--- src/rtl/cpu_pkg.sv ---
// Shared types and default constants for the 16-bit RISC pipeline.
// The defaults for PC width, reset PC, IVT location and bubble word live here.
package cpu_pkg;

    typedef enum logic [1:0] {
        RUN    = 2'd0,
        VEC_LO = 2'd1,
        VEC_HI = 2'd2
    } fetch_state_t;

    localparam int          DEFAULT_PC_W     = 32;
    localparam logic [31:0] DEFAULT_RESET_PC = 32'h0000_0020;
    localparam logic [31:0] DEFAULT_IVT_ADDR = 32'h0000_0000;
    localparam logic [15:0] DEFAULT_NOP_WORD = 16'h0000;

endpackage

--- src/rtl/fetch_stage.sv ---
// Instruction-fetch stage: owns the PC, drives instruction memory and fills IF/ID.
// On an interrupt it saves the return PC and loads a new PC from a two-word IVT entry.
//
// state  | meaning
// RUN    | normal fetch / stall / inject / branch handling
// VEC_LO | reading low half of IVT entry at IVT_ADDR
// VEC_HI | reading high half at IVT_ADDR+1, then jump to the vector
module fetch_stage
    import cpu_pkg::*;
#(
    parameter int              PC_W     = DEFAULT_PC_W,
    parameter logic [PC_W-1:0] RESET_PC = PC_W'(DEFAULT_RESET_PC),
    parameter logic [PC_W-1:0] IVT_ADDR = PC_W'(DEFAULT_IVT_ADDR),
    parameter logic [15:0]     NOP_WORD = DEFAULT_NOP_WORD
) (
    input  logic            clk,
    input  logic            reset_n,
    output logic [PC_W-1:0] imem_addr,
    input  logic [15:0]     imem_data,
    input  logic            stall,
    input  logic            branch_taken,
    input  logic [PC_W-1:0] branch_target,
    input  logic            inject_valid,
    input  logic [15:0]     inject_instr,
    input  logic            int_raise,
    output logic [15:0]     instr_o,
    output logic [PC_W-1:0] pc_next_o,
    output logic            valid_o,
    output logic [PC_W-1:0] epc_o,
    output logic            busy_o
);

    fetch_state_t    state_q, state_d;
    logic [PC_W-1:0] pc_q, pc_d;
    logic [15:0]     vec_lo_q, vec_lo_d;
    logic [15:0]     instr_q, instr_d;
    logic [PC_W-1:0] pc_next_q, pc_next_d;
    logic            valid_q, valid_d;
    logic [PC_W-1:0] epc_q, epc_d;
    logic [31:0]     vec_full;

    assign vec_full = {imem_data, vec_lo_q};

    always_ff @(posedge clk or negedge reset_n) begin
        if (!reset_n) begin
            state_q   <= RUN;
            pc_q      <= RESET_PC;
            vec_lo_q  <= '0;
            instr_q   <= NOP_WORD;
            pc_next_q <= '0;
            valid_q   <= 1'b0;
            epc_q     <= '0;
        end else begin
            state_q   <= state_d;
            pc_q      <= pc_d;
            vec_lo_q  <= vec_lo_d;
            instr_q   <= instr_d;
            pc_next_q <= pc_next_d;
            valid_q   <= valid_d;
            epc_q     <= epc_d;
        end
    end

    always_comb begin
        state_d   = state_q;
        pc_d      = pc_q;
        vec_lo_d  = vec_lo_q;
        instr_d   = instr_q;
        pc_next_d = pc_next_q;
        valid_d   = valid_q;
        epc_d     = epc_q;
        unique case (state_q)
            RUN: begin
                if (int_raise) begin
                    // A branch resolving in the same cycle becomes the return point.
                    epc_d   = branch_taken ? branch_target : pc_q;
                    pc_d    = IVT_ADDR;
                    state_d = VEC_LO;
                    instr_d = NOP_WORD;
                    valid_d = 1'b0;
                end else if (branch_taken) begin
                    pc_d    = branch_target;
                    instr_d = NOP_WORD;
                    valid_d = 1'b0;
                end else if (stall) begin
                    pc_d = pc_q;
                end else if (inject_valid) begin
                    instr_d   = inject_instr;
                    pc_next_d = pc_q;
                    valid_d   = 1'b1;
                end else begin
                    instr_d   = imem_data;
                    pc_next_d = pc_q + PC_W'(1);
                    valid_d   = 1'b1;
                    pc_d      = pc_q + PC_W'(1);
                end
            end
            VEC_LO: begin
                vec_lo_d = imem_data;
                pc_d     = IVT_ADDR + PC_W'(1);
                instr_d  = NOP_WORD;
                valid_d  = 1'b0;
                state_d  = VEC_HI;
            end
            VEC_HI: begin
                pc_d    = PC_W'(vec_full);
                instr_d = NOP_WORD;
                valid_d = 1'b0;
                state_d = RUN;
            end
            default: begin
                state_d = RUN;
            end
        endcase
    end

    assign imem_addr = pc_q;
    assign instr_o   = instr_q;
    assign pc_next_o = pc_next_q;
    assign valid_o   = valid_q;
    assign epc_o     = epc_q;
    assign busy_o    = (state_q != RUN);

    // The handler must not pulse again while a vector fetch is in flight.
    a_no_raise_when_busy: assert property (
        @(posedge clk) disable iff (!reset_n) !(int_raise && busy_o)
    );

endmodule

--- config.mk ---
export PLATFORM = sky130hd
export DESIGN_NAME = fetch_stage
export DESIGN_NICKNAME = d
export VERILOG_FILES = /design/src/rtl/cpu_pkg.sv /design/src/rtl/fetch_stage.sv
export SDC_FILE = /design/constraint.sdc
export NUM_CORES = 1
export LEC_CHECK = 0
export ABC_CLOCK_PERIOD_IN_PS = 5000
export CAP_MARGIN = 10
export CORE_MARGIN = 4
export CORE_UTILIZATION = 40
export DETAILED_ROUTE_END_ITERATION = 8
export DONT_BUFFER_PORTS = 1
export GPL_TIMING_DRIVEN = 0
export PLACE_DENSITY_LB_ADDON = 0.3
export SLEW_MARGIN = 30
export SYNTH_ARGS = -nofsm -noshare
export SYNTH_HDL_FRONTEND = slang
export SYNTH_SLANG_ARGS = --single-unit
--- constraint.sdc ---
create_clock -name clk -period 5 [get_ports clk]
set_clock_uncertainty 0.15 [all_clocks]
set_input_delay 0 -clock clk [delete_from_list [all_inputs] [get_ports clk]]
set_output_delay 0 -clock clk [all_outputs]
set_load 0.005 [all_outputs]
Yosys cells after proc, flatten, opt, wreduce, memory -nomap -nowiden
Cells that the tools add are included.
{"block": "totals", "output_inout_bits": 114, "word_cells": 41, "in_bits": 70, "reg_bits": 131}
{"block": "op_classes", "add_sub_neg": 1, "eq_ne": 4, "n_reduce_logical": 9, "n_bitwise": 3, "n_mux": 17}
{"op": "$mux 32", "n": 5}
{"op": "$pmux 32 s3", "n": 1}
{"op": "$mux 16", "n": 4}
{"op": "$add 32x1->32 const B", "n": 1}
{"op": "$pmux 16 s2", "n": 1}
{"op": "$reduce_and 2->1", "n": 3}
{"op": "$ne 4x4->1 const B", "n": 1}
{"op": "$pmux 2 s2", "n": 1}
{"op": "$reduce_and 4->1", "n": 1}
{"op": "$reduce_bool 2->1", "n": 2}
{"op": "$mux 1", "n": 3}
{"op": "$not 1->1", "n": 3}
{"op": "$reduce_bool 3->1", "n": 1}
{"op": "$eq 2x1->1 const B", "n": 1}
{"op": "$eq 2x2->1 const B", "n": 1}
{"op": "$logic_not 2->1", "n": 1}
{"op": "$mux 2", "n": 1}
{"op": "$ne 2x2->1 const B", "n": 1}
{"op": "$pmux 1 s2", "n": 1}
{"op": "$reduce_or 2->1", "n": 1}

Longest topological paths before layout
{"block": "depth", "ltp_word": 6, "depth_mapped": 9, "ltp_nobuf": 7}

Worst setup path after synthesis
OpenSTA, ideal clock, no wires.
{"block": "synth_timing", "path_kind": "reg-to-reg", "start": "register pc_q[5], in the netlist imem_addr[5]", "end": "register pc_next_q[31], in the netlist pc_next_o[31]", "required_time_ns": 4.772, "setup_time_ns": 0.078, "path_stages_with_launch": 6, "period_less_slack_ns": 2.302, "path_buffers": 0, "arrival_time_ns": 2.074, "slack_ns": 2.698, "path_cell_list": "dfstp_2 -> nand3_2 -> or4_1 -> or4_4 -> xor2_1 -> a21oi_1"}
{"block": "synth_via", "elab_chain_cells": 2}
{"element": "from (decl)", "line_no": "fetch_stage.sv:34", "text": "logic [PC_W-1:0] pc_q, pc_d;"}
{"element": "from (signal assigned)", "line_no": "fetch_stage.sv:55", "text": "pc_q <= pc_d;"}
{"element": "$add 32x1->32", "line_no": "fetch_stage.sv:93", "text": "pc_next_d = pc_q + PC_W'(1);"}
{"element": "$mux 32"}
{"element": "to (signal assigned)", "line_no": "fetch_stage.sv:58", "text": "pc_next_q <= pc_next_d;"}
{"element": "to (decl)", "line_no": "fetch_stage.sv:37", "text": "logic [PC_W-1:0] pc_next_q, pc_next_d;"}
No other way between the ends.
A chain may end at the register's enable or synchronous reset.

Worst setup path in the final report
{"block": "layout_timing", "start": "register state_q[0]", "end": "register pc_q[24], in the netlist imem_addr[24]"}
{"block": "layout_via", "elab_chain_cells": 3, "elab_cells_between_ends": 7, "cone_classes": "eq/ne (3); mux (1); reduce/logical (3)"}
{"element": "from (decl)", "line_no": "fetch_stage.sv:33", "text": "fetch_state_t state_q, state_d;"}
{"element": "from (signal assigned)", "line_no": "fetch_stage.sv:54", "text": "state_q <= state_d;"}
{"element": "$logic_not 2->1 (tied with other cells)", "line_no": "fetch_stage.sv:72", "text": "unique case (state_q)"}
{"element": "$ne 4x4->1 (no line) / $reduce_bool 3->1 (equally long branches)"}
{"element": "$reduce_and 2->1 (no line)"}
Several ways; a longest one is shown, not always the timed one.

==> metrics.csv <==
stage,metric,value,unit
status,status,completed,
drt,DRT Pass-1 Iters,6,
global_route,largest net degree at the start of global routing,132,
timing,max-slew violation count,0,
setup_path,startpoint types,flip-flop,
synthesis,"Top FF cell, synth",dfrtp_1,
floorplan,chip height,139,microns
setup_path,Worst R2R Path Depth,7,
setup_path,CP Max Fanout,5,
timing,crit path time final,3.63,ns
clock_network,Clock Path Buffers,2,
synthesis,Mean Syn Cell Area,9.77,sq um
drt,Vias,6434,
clock_network,CTS tree,built,
floorplan,initial core utilization,41.0,%
synthesis,synth cell count leaders,"dfrtp_1 (130), a21oi_1 (92), nor2_1 (88)",
clock_network,CTS Hold Bufs,73,
setup_path,worst flop-to-flop path startpoint,state_q[0]$_DFFE_PN0N_,
placement,Post-DP HPWL,18.7,mm
clock_network,Worst-path clk slew,0.06,ns
global_route,GR Overflow Total,0,
synthesis,Cells after Synth,699,
floorplan,IO Pins,184,
clock_network,clock latency on the worst-skew pair,0.43,ns
final_layout,Util after Layout,50.9,%
synthesis,synth warn,0,
clock_network,H-tree Lvls,4,
synthesis,post-synthesis sequential area ratio,48.0,%
synthesis,ys async rst share,100,%
placement,placed cell areas,7110,sq um
setup_path,CP Class,reg2reg,
timing,RSZ-0062 raised after global routing,no,
final_layout,number of fill cells,1528,
synthesis,"Distinct cells, synth",51,
synthesis,Area contributors post-synth,"dfrtp_1 (48%), mux2i_1 (7.0%), a21oi_1 (6.7%)",
clock_network,clock root cell,clkbuf_16,
timing,f_max,0.276,GHz
global_route,vias in the first global route,6364,
clock_network,CTS Buf Count,17,
final_layout,Final #Nets,868,
power_and_ir_drop,Pleak,3.37,nW
floorplan,die area,19200,sq um
setup_path,Worst Setup SP,state_q[0]$_DFFE_PN0N_,
setup_path,Critical Path RT,5.22,ns
clock_network,# resized after CTS,0,
drt,via/cell ratio,6.23,
drt,WL per Instance,25.8,microns
power_and_ir_drop,Max IR drop VDD,0.278,mV
floorplan,Die W,139,microns
timing,Final Cycle Share,72.5,%
synthesis,Post-Syn Area,6830,sq um
drt,post-route ant nets,0,
synthesis,Post-synth EDFFs,0,
timing,setup TNS,0,ns
placement,gpl congestion,0.938,
timing,max_slew headroom,36.6,%
placement,input/output buffers,0,
final_layout,area delta synth->final,24.1,%
clock_network,post-CTS setup repair buffer count,0,
synthesis,"count leader, synth",dfrtp_1,
floorplan,Std-Cell Rows,47,
timing,Final Hold Vio Count,0,
final_layout,layout cells sized above 1,9.08,%
worst_hold_path,hold crit path type,in2async,
setup_path,Crit path arrival time,3.84,ns
synthesis,Yosys top cell by area,dfrtp_1,
clock_network,CTS sink cnt,131,
power_and_ir_drop,pwr dens,596,nW/um^2
timing,Final setup viols,0,
final_layout,final non-filler cell area,8470,sq um
drt,WL final,26.6,mm
drt,DR DRC count,0,
synthesis,syn nets,775,
global_route,GRT Total Usage,27.2,%
drt,First DRT Iteration DRCs,764,
job,max cap viols,0,
synthesis,Seq cells post-synth,131,
setup_path,endpoint class of the critical path,flip-flop,
global_route,first-pass GRT wire length,40.1,mm
global_route,initial antenna violation count,8,
synthesis,top cell type's share of synthesized area,47.7,%
timing,Slew @ Worst Pin,0.951,ns
floorplan,Core ar.,16600,sq um
worst paths after layout:
| check | end | slack, ns |
|---|---|---|
| worst min register to register | instr_o[15]$_DFFE_PN0P_ | 0.36 |
| max in group asynchronous | epc_o[6]$_DFFE_PN0P_ | 4.11 |
| worst min-delay path | state_q[1]$_DFFE_PN0N_ | 0.05 |
| worst max register to register | imem_addr[24]$_DFFE_PN0P_ | 1.37 |
| min in group clk | imem_addr[9]$_DFFE_PN0P_ | 0.07 |
| worst max-delay path | imem_addr[24]$_DFFE_PN0P_ | 1.37 |
metrics by stage:
| step | hold WS, ns | power (mW) | worst slack, ns | instances |
|---|---|---|---|---|
| finish | 0.0548 | 5.05 | 1.37 | 1032 |
| global route | 0.0996 | 5.32 | 1.35 | 1031 |
| CTS | 0.0236 | 5.02 | 1.59 | 1023 |
| detailed placement | -0.440 | 3.70 | 2.05 | 919 |
| global placement | -0.439 | 3.64 | 2.10 | 919 |
| floorplan | -0.446 | 3.06 | 2.70 | 699 |
sequential cells by signal, indices dropped and copies added, names as in the netlist:
name and flops:
pc_next_o 32, state_q 2, valid_o 1, vec_lo_q 16
epc_o 32, instr_o 16, imem_addr 32
metal layers:
| metal | part of all wire [%] | up-vias | routed length (microns) | track usage [%] |
|---|---|---|---|---|
| met5 | 0 | - | 0 | 0 |
| met4 | 4.1 | 0 | 1090 | 11.0 |
| met3 | 11 | 77 | 2930 | 8.31 |
| met2 | 46 | 416 | 12200 | 42.8 |
| met1 | 39 | 3188 | 10400 | 35.0 |
| li1 | - | 2753 | - | - |
report_power, final:
group	leakage [nW]	total, mW	internal (mW)	switching [mW]
clock	0.259	1.22	0.725	0.493
combinational	1.50	1.69	0.658	1.03
sequential	1.62	2.14	1.55	0.589
total	3.37	5.05	2.93	2.11
placed cells by master (no fill, tap or decap), types with 16 or more instances in the layout:
master / Yosys / routed
dlygate4sd3_1: 0 / 73
mux2_2: 17 / 17
a32oi_1: 16 / 16
mux2i_1: 48 / 48
a21oi_1: 92 / 92
xnor2_1: 26 / 26
clkbuf_16: 0 / 17
o21ai_0: 22 / 22
o31ai_1: 17 / 17
clkbuf_1: 44 / 44
nand2_1: 40 / 40
nor2_1: 88 / 88
dfrtp_1: 130 / 130
worst max-delay path: stages, from the launching register on:
cell and delay (ns):
dfrtp_1 0.38, inv_1 0.10, ha_1 0.36, nor3_2 0.43, dlygate4sd3_1 0.84, nand2_1 0.33
o311ai_1 0.38, dlygate4sd3_1 0.60
logic make-up (layout without fill, tap and decap cells):
logic type               Yosys count  after routing  synth area share, %
flip-flops                       131            131                 48.0
XOR/XNOR                          31             31                 3.98
buffers and inverters             72            177                 4.05
adder cells (fa/ha/maj)            6              6                 1.10
AO/OA/AOI/OAI                    212            212                 20.2
multiplexers                      65             65                 9.84
other                              0              8                    0
AND/OR/NAND/NOR                  182            182                 12.8
area by class of cell:
cell class | count | area [sq um] | share of cell area (%)
sequential | 131 | 3280 | 38.7
timing repair buffer | 74 | 758 | 8.95
multi-input combinational | 496 | 3290 | 38.9
clock inverter | 14 | 141 | 1.67
antenna | 8 | 20.0 | 0.236
tap | 220 | 275 | 3.25
buffer | 57 | 220 | 2.60
inverter | 15 | 56.3 | 0.665
clock buffer | 17 | 425 | 5.02
No activity file was read; power rests on OpenSTA's default activity.
